$ cat src/rtl/proc_pkg.sv
// Shared definitions for the Lab B processor: opcodes, controller state encoding, ALU codes.
// The controller, the datapath and the benches all import this package.
package proc_pkg;

   typedef enum logic [3:0] {
      ST_INIT   = 4'd0,
      ST_FETCH  = 4'd1,
      ST_DECODE = 4'd2,
      ST_NOOP   = 4'd3,
      ST_LOAD_A = 4'd4,
      ST_LOAD_B = 4'd5,
      ST_STORE  = 4'd6,
      ST_ADD    = 4'd7,
      ST_SUB    = 4'd8,
      ST_HALT   = 4'd9,
      ST_JMPZ   = 4'd10,
      ST_TRAP   = 4'd11
   } state_t;

   localparam int unsigned OPC_NOOP  = 0;
   localparam int unsigned OPC_STORE = 1;
   localparam int unsigned OPC_LOAD  = 2;
   localparam int unsigned OPC_ADD   = 3;
   localparam int unsigned OPC_SUB   = 4;
   localparam int unsigned OPC_HALT  = 5;
   localparam int unsigned OPC_JMPZ  = 6;

   localparam logic [1:0] ALU_PASS_A = 2'b00;
   localparam logic [1:0] ALU_ADD    = 2'b01;
   localparam logic [1:0] ALU_SUB    = 2'b10;

   function automatic state_t decode_op(input int unsigned op);
      state_t st;
      case (op)
         OPC_NOOP:  st = ST_NOOP;
         OPC_STORE: st = ST_STORE;
         OPC_LOAD:  st = ST_LOAD_A;
         OPC_ADD:   st = ST_ADD;
         OPC_SUB:   st = ST_SUB;
         OPC_HALT:  st = ST_HALT;
         OPC_JMPZ:  st = ST_JMPZ;
         default:   st = ST_TRAP;
      endcase
      return st;
   endfunction

endpackage

$ cat src/rtl/proc_pc_reg.sv
// Program counter register: async clear, parallel load (jump target) with priority over increment.
module proc_pc_reg #(
   parameter int PC_W = 5
) (
   input  logic            Clk,
   input  logic            Reset,
   input  logic            Load,
   input  logic            Inc,
   input  logic [PC_W-1:0] D,
   output logic [PC_W-1:0] Q
);

   always_ff @(posedge Clk or negedge Reset) begin
      if (!Reset)
         Q <= '0;
      else if (Load)
         Q <= D;
      else if (Inc)
         Q <= Q + 1'b1;
   end

endmodule

$ cat src/rtl/proc_ctrl_unit.sv
// Lab B processor control unit: PC, IR, fetch/decode/execute FSM and datapath strobe decode.
//
// state   | meaning
// INIT    | post-reset, one cycle
// FETCH   | wait for Run or Step, latch IR, bump PC
// DECODE  | dispatch on opcode
// NOOP    | no operation
// LOAD_A  | RAM read address phase
// LOAD_B  | RAM data written into register file
// STORE   | register rd written to RAM
// ADD/SUB | ALU result written to register rd
// HALT    | stopped until reset
// JMPZ    | load PC with target when R[rd]==0
// TRAP    | illegal opcode, stopped until reset
module proc_ctrl_unit
   import proc_pkg::*;
#(
   parameter  int PC_W  = 5,
   parameter  int OP_W  = 4,
   parameter  int RF_AW = 4,
   parameter  int DA_W  = 8,
   localparam int IW    = OP_W + RF_AW + DA_W
) (
   input  logic             Clk,
   input  logic             Reset,
   input  logic             Run,
   input  logic             Step,
   input  logic [IW-1:0]    InstrIn,
   input  logic             RaZero,
   output logic [PC_W-1:0]  PC_Out,
   output logic [IW-1:0]    IR_Out,
   output logic [3:0]       StateO,
   output logic [DA_W-1:0]  D_Addr,
   output logic             D_Rd,
   output logic             D_Wr,
   output logic [RF_AW-1:0] RF_Ra_Addr,
   output logic [RF_AW-1:0] RF_Rb_Addr,
   output logic [RF_AW-1:0] RF_W_Addr,
   output logic             RF_W_en,
   output logic             RF_s,
   output logic [1:0]       ALU_s,
   output logic             Halted,
   output logic             Err
);

   state_t            state, state_nxt;
   logic [IW-1:0]     ir;
   logic              step_armed, step_armed_nxt;
   logic              accept;

   logic [OP_W-1:0]   op;
   logic [RF_AW-1:0]  rd, ra, rb;
   logic [DA_W-1:0]   addr;

   assign op   = ir[IW-1 -: OP_W];
   assign rd   = ir[DA_W +: RF_AW];
   assign addr = ir[DA_W-1:0];
   assign ra   = addr[2*RF_AW-1:RF_AW];
   assign rb   = addr[RF_AW-1:0];

   // A held Step releases only one instruction; it must drop low before it can release another.
   assign accept = (state == ST_FETCH) && (Run || (Step && step_armed));

   always_comb begin
      step_armed_nxt = step_armed;
      if (!Step)
         step_armed_nxt = 1'b1;
      else if (state == ST_FETCH)
         step_armed_nxt = 1'b0;
   end

   always_ff @(posedge Clk or negedge Reset) begin
      if (!Reset) begin
         state      <= ST_INIT;
         ir         <= '0;
         step_armed <= 1'b1;
      end else begin
         state      <= state_nxt;
         step_armed <= step_armed_nxt;
         if (accept)
            ir <= InstrIn;
      end
   end

   always_comb begin
      state_nxt = state;
      case (state)
         ST_INIT:   state_nxt = ST_FETCH;
         ST_FETCH:  if (accept) state_nxt = ST_DECODE;
         ST_DECODE: state_nxt = decode_op(32'(op));
         ST_LOAD_A: state_nxt = ST_LOAD_B;
         ST_NOOP, ST_STORE, ST_ADD, ST_SUB, ST_JMPZ, ST_LOAD_B:
                    state_nxt = ST_FETCH;
         ST_HALT:   state_nxt = ST_HALT;
         ST_TRAP:   state_nxt = ST_TRAP;
         default:   state_nxt = ST_TRAP;
      endcase
   end

   proc_pc_reg #(.PC_W(PC_W)) u_pc (
      .Clk   (Clk),
      .Reset (Reset),
      .Load  ((state == ST_JMPZ) && RaZero),
      .Inc   (accept),
      .D     (addr[PC_W-1:0]),
      .Q     (PC_Out)
   );

   always_comb begin
      D_Addr     = '0;
      D_Rd       = 1'b0;
      D_Wr       = 1'b0;
      RF_Ra_Addr = '0;
      RF_Rb_Addr = '0;
      RF_W_Addr  = '0;
      RF_W_en    = 1'b0;
      RF_s       = 1'b0;
      ALU_s      = ALU_PASS_A;
      Halted     = 1'b0;
      Err        = 1'b0;
      case (state)
         ST_STORE: begin
            D_Addr     = addr;
            D_Wr       = 1'b1;
            RF_Ra_Addr = rd;
         end
         ST_LOAD_A: begin
            D_Addr = addr;
            D_Rd   = 1'b1;
         end
         ST_LOAD_B: begin
            D_Addr    = addr;
            D_Rd      = 1'b1;
            RF_s      = 1'b1;
            RF_W_Addr = rd;
            RF_W_en   = 1'b1;
         end
         ST_ADD, ST_SUB: begin
            RF_Ra_Addr = ra;
            RF_Rb_Addr = rb;
            RF_W_Addr  = rd;
            RF_W_en    = 1'b1;
            ALU_s      = (state == ST_ADD) ? ALU_ADD : ALU_SUB;
         end
         ST_JMPZ:   RF_Ra_Addr = rd;
         ST_HALT:   Halted = 1'b1;
         ST_TRAP: begin
            Halted = 1'b1;
            Err    = 1'b1;
         end
         default: ;
      endcase
   end

   assign IR_Out = ir;
   assign StateO = state;

endmodule

$ cat config.mk
export PLATFORM = sky130hd
export DESIGN_NAME = proc_ctrl_unit
export DESIGN_NICKNAME = d
export VERILOG_FILES = /design/src/rtl/proc_pkg.sv /design/src/rtl/proc_pc_reg.sv /design/src/rtl/proc_ctrl_unit.sv
export SDC_FILE = /design/constraint.sdc
export NUM_CORES = 1
export LEC_CHECK = 0
export BUFFER_PORTS_ARGS = -buffer_cell sky130_fd_sc_hd__buf_2
export CAP_MARGIN = 30
export CORE_MARGIN = 2
export CORE_UTILIZATION = 45
export CTS_CLUSTER_SIZE = 28
export DETAILED_ROUTE_END_ITERATION = 6
export GPL_TIMING_DRIVEN = 0
export PLACE_DENSITY = 0.87
export SLEW_MARGIN = 20
export SYNTH_ARGS = -nofsm -noshare
export SYNTH_HDL_FRONTEND = slang
export SYNTH_SLANG_ARGS = --single-unit
$ cat constraint.sdc
create_clock -name Clk -period 1.92 [get_ports Clk]
set_input_delay 0.096 -clock Clk [delete_from_list [all_inputs] [get_ports Clk]]
set_output_delay 0.096 -clock Clk [all_outputs]
set_load 0.005 [all_outputs]
# Word-level counts from Yosys, hierarchy flattened
# Cells that the tools add are included.
dict set report word_totals {
  reg_bits 26
  input_bits 21
  word_cells 57
}
dict set report op_classes {
  n_addsub 1
  n_eq_ne 19
  muxes 19
  n_reduce_logical 14
}
# operator count
set op_table {}
lappend op_table {{== test 4 x 3 -> 1 bit (second input constant)} 7}
lappend op_table {{one-hot mux 4 bit (7 select lines)} 1}
lappend op_table {{one-hot mux 4 bit (5 select lines)} 1}
lappend op_table {{== test 4 x 2 -> 1 bit (second input constant)} 4}
lappend op_table {{== test 4 bit (second input constant)} 4}
lappend op_table {{two-way mux 4 bit} 3}
lappend op_table {{two-way mux 5 bit} 2}
lappend op_table {{== test 4 x 1 -> 1 bit (second input constant)} 2}
lappend op_table {{logical NOT 4 bit} 2}
lappend op_table {{two-way mux 1 bit} 8}
lappend op_table {{two-way mux 8 bit} 1}
lappend op_table {{one-hot mux 4 bit (2 select lines)} 1}
lappend op_table {{OR reduction 2 bit} 4}
lappend op_table {{OR reduction 7 bit} 1}
lappend op_table {{OR reduction 3 bit} 2}
lappend op_table {{adder 5 x 1 -> 5 bit (second input constant)} 1}
lappend op_table {{two-way mux 2 bit} 2}
lappend op_table {{logical AND 1 bit} 3}
lappend op_table {{inequality test 2 x 1 -> 1 bit (second input constant)} 1}
lappend op_table {{inequality test 2 bit (second input constant)} 1}
lappend op_table {{nonzero test 2 bit} 1}
lappend op_table {{logical OR 1 bit} 1}

# Longest topological paths before layout
# Gate-level depths: netlist (run 1).
dict set report depth {
  ltp_word 5
  depth_mapped 6
}

# Cells and area by module
# Synthesis (run 1) repeated with hierarchy kept, for this count alone.
dict set report hier_totals {
  hier_cells 136
  area_unflattened_um2 1480.2
}
# module instances cells_each area_per_inst_um2 seq_area_each_um2
set modules_own_cells {}
lappend modules_own_cells {proc_ctrl_unit 1 112 1231.2 526.8}
lappend modules_own_cells {proc_pc_reg 1 24 249.0 125.1}

# Worst setup path after synthesis (run 1)
# Ideal clock, no wire load.
dict set report synth_path {
  path_type {register to register}
  from {reg state[1], in the netlist StateO[1]}
  to {reg ir[10], in the netlist IR_Out[10]}
  arrival_ns 1.648
  required_time_ns 1.795
  setup_slack_ns 0.147
  path_stages_with_launch 5
  n_path_buf 1
  path_cell_list {dfrtp_1 > nand2b_1 > nor4_4 > buf_2 > mux2_2}
}
dict set report synth_via {
  elab_chain_len 2
}
# item line_no
set synth_rtl {}
lappend synth_rtl {{from (decl)} proc_ctrl_unit.sv:46} ;# state_t state, state_nxt;
lappend synth_rtl {{from (signal assigned)} proc_ctrl_unit.sv:78} ;# state <= state_nxt;
lappend synth_rtl {{== test 4 x 1 -> 1 bit} proc_ctrl_unit.sv:62} ;# assign accept = (state == ST_FETCH) && (Run || (Step && step_armed));
lappend synth_rtl {{logical AND 1 bit} proc_ctrl_unit.sv:62}
lappend synth_rtl {{to (signal assigned)} proc_ctrl_unit.sv:81} ;# ir <= InstrIn;
lappend synth_rtl {{to (decl)} proc_ctrl_unit.sv:47} ;# logic [IW-1:0] ir;
# Every way passes these cells.
# A chain may end at the register's enable or synchronous reset.

# Worst setup path after layout (run 1)
dict set report layout_path {
  from {reg state[1], in the netlist StateO[1]}
  to {reg ir[8], in the netlist IR_Out[8]}
}
# Same word-level chain as after synthesis.

==> key figures, run 1 <==
Worst setup path
  – Slowest CP cell: dfrtp_2
  – Crit start category: flip-flop
  – Crit path cell chain: nand2b_1 -> nor4_4 -> clkbuf_4 -> mux2_2
  – Worst stage delay on the critical path: 0.46 ns
  – CP required: 2.14 ns
  – WP buf/inv: 1
  – CP Capture Type: flip-flop
  – Setup CP Type: reg2reg
  – Arr. time, crit path: 2.05 ns
  – Cell family with the largest share of critical-path delay: simple AND/OR/NAND/NOR gates
  – Crit path max fanout: 10

Finish
  – Fillers: 267
  – Most common cell after layout, fill and taps aside: buf_2
  – # diodes: 0
  – Final core utilization: 70.8%
  – Syn-to-layout area delta: 47.6%
  – Share of layout cells above drive strength 1: 49.8%
  – Commonest cells after routing, fill and taps aside: 74 x buf_2, 23 x dfrtp_1, 17 x mux2_2, 16 x dlygate4sd3_1, 11 x nor2_1
  – Finished Cell Area: 2200 sq um
  – Fin cells: 283
  – Fin nets: 262

Global route
  – Grt total ovfl: 0
  – Vias in the first global route: 1459
  – Antenna violations before repair: 0
  – First-pass GRT wire length: 6.58 mm
  – Largest net degree at the start of global routing: 27
  – GRT Total Usage: 23.5%

Floorplanning
  – Die area: 3780 sq um
  – Initial core utilization: 48.0%
  – Die Y: 61.5 um
  – Core box area: 3100 sq um
  – Die width: 61.5 um
  – Top-level port count: 74
  – # rows: 20

Timing
  – Final hold violation count: 0
  – Setup-failing EPs final: 0
  – Slew headroom: 61.0%
  – Period utilisation layout: 95.0%
  – Fmax: 548 MHz
  – Clock skew: 0.00680 ns
  – Worst Tran Pin Value: 0.585 ns
  – Post-route minimum period: 1.82 ns
  – Final Max Slew Viols: 0
  – Setup_tns: 0 ns

Detailed routing
  – Routed len/inst: 15.7 um
  – Drt pass-1 iters: 4
  – Iter 0 DRT Violations: 42
  – Total Wirelength: 4.44 mm
  – Vias: 1495
  – Via density: 5.28
  – Routed Antenna Nets: 0
  – Drt drc: 0

Synth
  – Seq/Total Area, Yosys: 43.8%
  – Synth Net Count: 164
  – Post-Syn Area: 1490 sq um
  – Ys flop type: dfrtp_1
  – Async S/R FF share, synth: 100%
  – Post-synthesis cell count: 142
  – Ys Warns: 0
  – Synth cell types: 34
  – Synth Register Bits: 26
  – Number of enable flip-flop cells after synthesis: 0
  – Avg Cell Area, Syn: 10.5 sq um

Flow run
  – Max cap viols: 0

Place
  – Area after DPL: 1910 sq um
  – DP HPWL: 2.82 mm
  – Inst Count DP: 259
  – Gp weighted congestion: 0.827
  – Buffers on Ports: 73

Pwr
  – Leakage: 1.15 nW
  – Maximum vdd drop: 0.644 mV
  – Pwr dens: 1350 nW/um^2

Clock network
  – Num Clock Sinks: 26
  – Clock Tree Root: clkbuf_4
  – Clock transition at path regs: 0.15 ns
  – Worst-Skew Late Latency: 0.33 ns
  – H-Tree Depth: 1
  – Clock Path Buffers: 2
  – TritonCTS buffer count: 3
  – CTS tree: built

Status
  – Status: complete, no violations

Hold path
  – Hold WC Path Type: in2reg
==> metal layers <==
| metal | track usage, % | up-vias | share of wire [%] |
|---|---|---|---|
| met3 | 2.52 | 6 | 4.3 |
| met2 | 42.9 | 57 | 54 |
| li1 | - | 709 | - |
| met4 | 6.69 | 0 | 1.5 |
| met5 | 0 | - | 0 |
| met1 | 29.1 | 723 | 40 |
==> final cells by class <==
| type | count | area, sq um | area share (%) |
|---|---|---|---|
| well taps | 44 | 55.1 | 2.50 |
| multi-input cells | 104 | 820 | 37.3 |
| repair buffers | 96 | 578 | 26.3 |
| flip-flops and latches | 26 | 654 | 29.8 |
| plain buffers | 7 | 47.5 | 2.16 |
| inverters | 2 | 7.51 | 0.341 |
| clock buffers | 4 | 36.3 | 1.65 |
==> cell usage after synthesis, types with 2 or more instances <==
library cell,n,area [sq um]
a21oi_1,2,10.0
a221o_1,3,30.0
a22o_1,4,35.0
and2_1,9,56.3
and3_1,11,68.8
and3b_1,2,17.5
buf_2,3,15.0
clkbuf_1,6,22.5
dfrtp_1,25,626
inv_1,2,7.51
mux2_2,17,191
mux2i_1,6,60.1
nand2_1,4,15.0
nand2b_1,5,31.3
nor2_1,12,45.0
nor2b_1,3,18.8
nor3_1,2,10.0
nor3b_1,2,15.0
o21ai_0,6,30.0
o2bb2ai_1,4,35.0
==> sequential cells by signal, indices dropped and copies added (netlist names) <==
name        cells
IR_Out         16
u_pc.Q          5
StateO          4
step_armed      1
==> through the flow <==
| stage | power, W | setup WS (ns) | hold slack (ns) |
|---|---|---|---|
| 2_1_floorplan | 0.00196 | 0.147 | -0.200 |
| 3_3_place_gp | 0.00247 | -0.0725 | 0.121 |
| 3_5_place_dp | 0.00250 | -0.0945 | 0.126 |
| 4_1_cts | 0.00288 | 0.00225 | 0.00235 |
| 5_1_grt | 0.00319 | -0.0153 | 0.00415 |
| 6_report | 0.00296 | 0.0952 | 0.00953 |
==> power breakdown <==
| part | internal (W) | total, W | switching [W] | leakage (nW) |
|---|---|---|---|---|
| Combinational | 0.000831 | 0.00154 | 0.000709 | 0.825 |
| Clock | 0.000116 | 0.000287 | 0.000171 | 0.0210 |
| Sequential | 0.000821 | 0.00113 | 0.000314 | 0.307 |
| Total | 0.00177 | 0.00296 | 0.00119 | 1.15 |
==> worst reg2reg max path, delay by kind of cell, from the launching register on <==
kind                   cells  cell delay, ns
AND/OR/NAND/NOR            2            0.61
multiplexers               1            0.36
flip-flops                 1            0.46
buffers and inverters      1            0.30
==> kinds of logic after synthesis <==
family	after synthesis	share of synthesized area, %
AO/OA/AOI/OAI	26	13.2
XOR/XNOR	1	0.588
adder cells (fa/ha/maj)	1	0.840
buffers and inverters	12	3.53
flip-flops	26	43.8
multiplexers	23	16.9
AND/OR/NAND/NOR	53	21.2
==> repair_timing <==
action / in CTS / in global routing
buffers inserted: 3 / 4
setup endpoints to repair: 35 / 22
gates resized for setup: 8 / 15
hold buffers: 16 / 0
endpoints found under the hold margin: 40 / 0
pin swaps: 2 / 1
==> final timing paths <==
path                                   startpoint                endpoint  slack, ns  depth (start not counted)
max                         StateO[1]$_DFFE_PN0P_   IR_Out[8]$_DFFE_PN0P_        0.1                          4
min                                    InstrIn[8]   IR_Out[8]$_DFFE_PN0P_       0.01                          2
max reg2reg                 StateO[1]$_DFFE_PN0P_   IR_Out[8]$_DFFE_PN0P_        0.1                          4
min reg2reg                step_armed$_DFFE_PN1P_  step_armed$_DFFE_PN1P_       0.48                          2
max in group asynchronous                   Reset   StateO[0]$_DFFE_PN0P_       1.22                          2
min in group asynchronous                   Reset  IR_Out[14]$_DFFE_PN0P_       0.28                          2
(Power assumes the default switching activity.)
==> run 2, diff against run 1 <==
--- a/config.mk
+++ b/config.mk
@@ -7,13 +7,13 @@
 export LEC_CHECK = 0
 export BUFFER_PORTS_ARGS = -buffer_cell sky130_fd_sc_hd__buf_2
 export CAP_MARGIN = 30
-export CORE_MARGIN = 2
-export CORE_UTILIZATION = 45
+export CORE_UTILIZATION = 49
 export CTS_CLUSTER_SIZE = 28
 export DETAILED_ROUTE_END_ITERATION = 6
 export GPL_TIMING_DRIVEN = 0
-export PLACE_DENSITY = 0.87
+export PLACE_DENSITY = 0.93
 export SLEW_MARGIN = 20
 export SYNTH_ARGS = -nofsm -noshare
 export SYNTH_HDL_FRONTEND = slang
 export SYNTH_SLANG_ARGS = --single-unit
+export TNS_END_PERCENT = 30
==> constraint.sdc (replaced) <==
create_clock -name Clk -period 2.3 [get_ports Clk]
set_input_delay 0.115 -clock Clk [delete_from_list [all_inputs] [get_ports Clk]]
set_output_delay 0.115 -clock Clk [all_outputs]
set_load 0.005 [all_outputs]
==> run 2 against run 1 <==
The flow now finishes with violations (DRC); register-to-register slack gained 0.19 ns; clock-buffer cell count is the same; hold slack gained 0.0040 ns; non-clock buffer count shrank 18; sequential power shrank 17%; critical path type is now reg2out; critical endpoint is now RF_Ra_Addr[1]; highest routed layer unchanged.
==> key figures, run 2 (synthesis gave the netlist of run 1 again) <==
Global route
  – Met2 usage: 37.3% (was 42.9%)
  – GR met3 Demand/Resource: 2.72% (was 2.52%)
  – Most Crowded Layer GR: met2 (unchanged)
  – Largest net degree at the start of global routing: 27 (unchanged)
  – Met1 usage: 32.2% (was 29.1%)
  – Grt total ovfl: 0 (unchanged)
  – First-pass GRT wire length: 5.82 mm (was 6.58 mm)
  – Antenna violations before repair: 0 (unchanged)
  – Vias in the first global route: 1254 (was 1459)
  – GRT Total Usage: 23.0% (was 23.5%)

Finish
  – Most common cell after layout, fill and taps aside: buf_2 (unchanged)
  – Fillers: 233 (was 267)
  – Max reg flops: 16 (unchanged)
  – Share of layout cells above drive strength 1: 46.2% (was 49.8%)
  – # diodes: 0 (unchanged)
  – Commonest cells after routing, fill and taps aside: 76 x buf_2, 25 x dfrtp_1, 17 x mux2_2, 12 x nor2_1, 11 x and3_1 (was 74 x buf_2, 23 x dfrtp_1, 17 x mux2_2, 16 x dlygate4sd3_1, 11 x nor2_1)
  – Fin nets: 244 (was 262)
  – Syn-to-layout area delta: 31.3% (was 47.6%)

Clock network
  – Clock transition at path regs: 0.14 ns (was 0.15 ns)
  – Num Clock Sinks: 26 (unchanged)
  – H-Tree Depth: 1 (unchanged)
  – CTS tree: built (unchanged)
  – Setup bufs post-CTS: 0 (was 3)
  – Worst-Skew Late Latency: 0.31 ns (was 0.33 ns)
  – TritonCTS buffer count: 3 (unchanged)
  – Clock Path Buffers: 2 (unchanged)
  – Clock Tree Root: clkbuf_4 (unchanged)

Worst setup path
  – Worst stage delay on the critical path: 0.49 ns (was 0.46 ns)
  – Setup CP Type: reg2out (was reg2reg)
  – WP buf/inv: 2 (was 1)
  – CP Capture Type: primary output (was flip-flop)
  – Slowest CP cell: dfrtp_1 (was dfrtp_2)
  – CP required: 2.18 ns (was 2.14 ns)
  – Crit path cell chain: clkbuf_1 -> nor2_1 -> o2bb2ai_1 -> a22o_1 -> buf_2 (was nand2b_1 -> nor4_4 -> clkbuf_4 -> mux2_2)
  – Cell family with the largest share of critical-path delay: buffers and inverters (was simple AND/OR/NAND/NOR gates)
  – Crit start category: flip-flop (unchanged)
  – Crit path max fanout: 10 (unchanged)
  – Arr. time, crit path: 1.93 ns (was 2.05 ns)
  – R2R Setup Slk: 0.29 ns (was 0.1 ns)

Timing
  – Final hold violation count: 0 (unchanged)
  – Clock skew: 0.00741 ns (was 0.00680 ns)
  – Unrepaired setup endpoints after global routing: no
  – Final Max Slew Viols: 0 (unchanged)
  – Period utilisation layout: 89.0%
  – Worst Tran Pin Value: 0.585 ns (about the same)
  – Post-route minimum period: 2.05 ns
  – Slew headroom: 61.0% (about the same)
  – Setup-failing EPs final: 0 (unchanged)
  – Setup_tns: 0 ns (unchanged)
  – Fmax: 489 MHz

Status
  – Violated checks: DRC
  – Status: finished, violations left (was complete, no violations)

Floorplanning
  – Top-level port count: 74 (unchanged)
  – Initial core utilization: 52.6% (was 48.0%)
  – Die area: 3260 sq um (was 3780 sq um)
  – # rows: 19 (was 20)
  – Die Y: 57.1 um (was 61.5 um)
  – Core box area: 2830 sq um (was 3100 sq um)
  – Die width: 57.1 um (was 61.5 um)

Pwr
  – Maximum vdd drop: 0.526 mV (was 0.644 mV)
  – Pwr dens: 1180 nW/um^2 (was 1350 nW/um^2)
  – Total power: 0.00231 W (was 0.00296 W)
  – Leakage: 1.05 nW (was 1.15 nW)

Detailed routing
  – Routed Antenna Nets: 0 (unchanged)
  – Vias: 1360 (was 1495)
  – Drt pass-1 iters: 6 (was 4)
  – Via density: 5.40 (was 5.28)
  – Iter 0 DRT Violations: 63 (was 42)
  – Routed len/inst: 14.2 um (was 15.7 um)
  – Drt drc: 10 (was 0)
  – Total Wirelength: 3.58 mm (was 4.44 mm)

Place
  – Gp weighted congestion: 0.890 (was 0.827)
  – DP HPWL: 2.62 mm (was 2.82 mm)
  – Buffers on Ports: 73 (unchanged)

Hold path
  – Hold WC Path Type: in2reg (unchanged)

Flow run
  – Max cap viols: 0 (unchanged)
==> run 2: worst paths after layout <==
path                                              from                     end  cells past startpoint
worst max-delay path             StateO[0]$_DFFE_PN0P_           RF_Ra_Addr[1]                      5
worst min-delay path                       InstrIn[13]  IR_Out[13]$_DFFE_PN0P_                      3
max in group asynchronous                        Reset   IR_Out[7]$_DFFE_PN0P_                      2
worst min register to register  step_armed$_DFFE_PN1P_  step_armed$_DFFE_PN1P_                      2
min in group asynchronous                        Reset  IR_Out[12]$_DFFE_PN0P_                      2
worst max register to register   StateO[1]$_DFFE_PN0P_   IR_Out[9]$_DFFE_PN0P_                      4
==> run 2: worst min-delay path: cells and delay by family <==
kind,cells,cell delay (ns)
AND/OR/NAND/NOR,1,0.04
AO/OA/AOI/OAI,1,0.06
buffers and inverters,1,0.08
==> run 2: what timing repair did <==
action,in CTS,in global routing
resized for setup,0,0
hold endpoints to repair,26,1
hold buffers,2,1
setup endpoints to repair,0,4
==> run 2: cell type report <==
type                            instances  area, sq um  area share [%]
Timing Repair Buffer                   76          395            20.2
Sequential cell                        26          652            33.3
Inverter                                2         7.51           0.384
Clock buffer                            4         36.3            1.86
Buffer                                  9         41.3            2.11
Tap cell                               31         38.8            1.98
Multi-Input combinational cell        104          785            40.1
==> run 2: power breakdown <==
part	total (W)	switching (W)	internal [W]	leakage (nW)
sequential	0.000940	0.000257	0.000682	0.309
clock	0.000230	0.000133	0.0000966	0.0210
combinational	0.00114	0.000532	0.000605	0.724
total	0.00231	0.000922	0.00138	1.05
==> run 2: per-layer routing <==
metal,up-vias,share of wire [%]
met1,635,47
met3,4,4.6
li1,675,-
met2,46,47
met5,-,0
met4,0,0.98
==> run 2: metrics by stage <==
stage / util (%) / hold slack, ns / instances / instance area [sq um] / setup slack [ns]
after global placement: 66.9 / 0.140 / 246 / 1890 / 0.319
final: 69.1 / 0.0136 / 252 / 1960 / 0.254
after floorplan: - / -0.181 / 142 / 1490 / 0.527
after CTS: 68.9 / 0.00995 / 252 / 1950 / 0.125
after detailed placement: 66.9 / 0.147 / 246 / 1890 / 0.302
after global routing: 69.1 / 0.00262 / 252 / 1960 / 0.0558
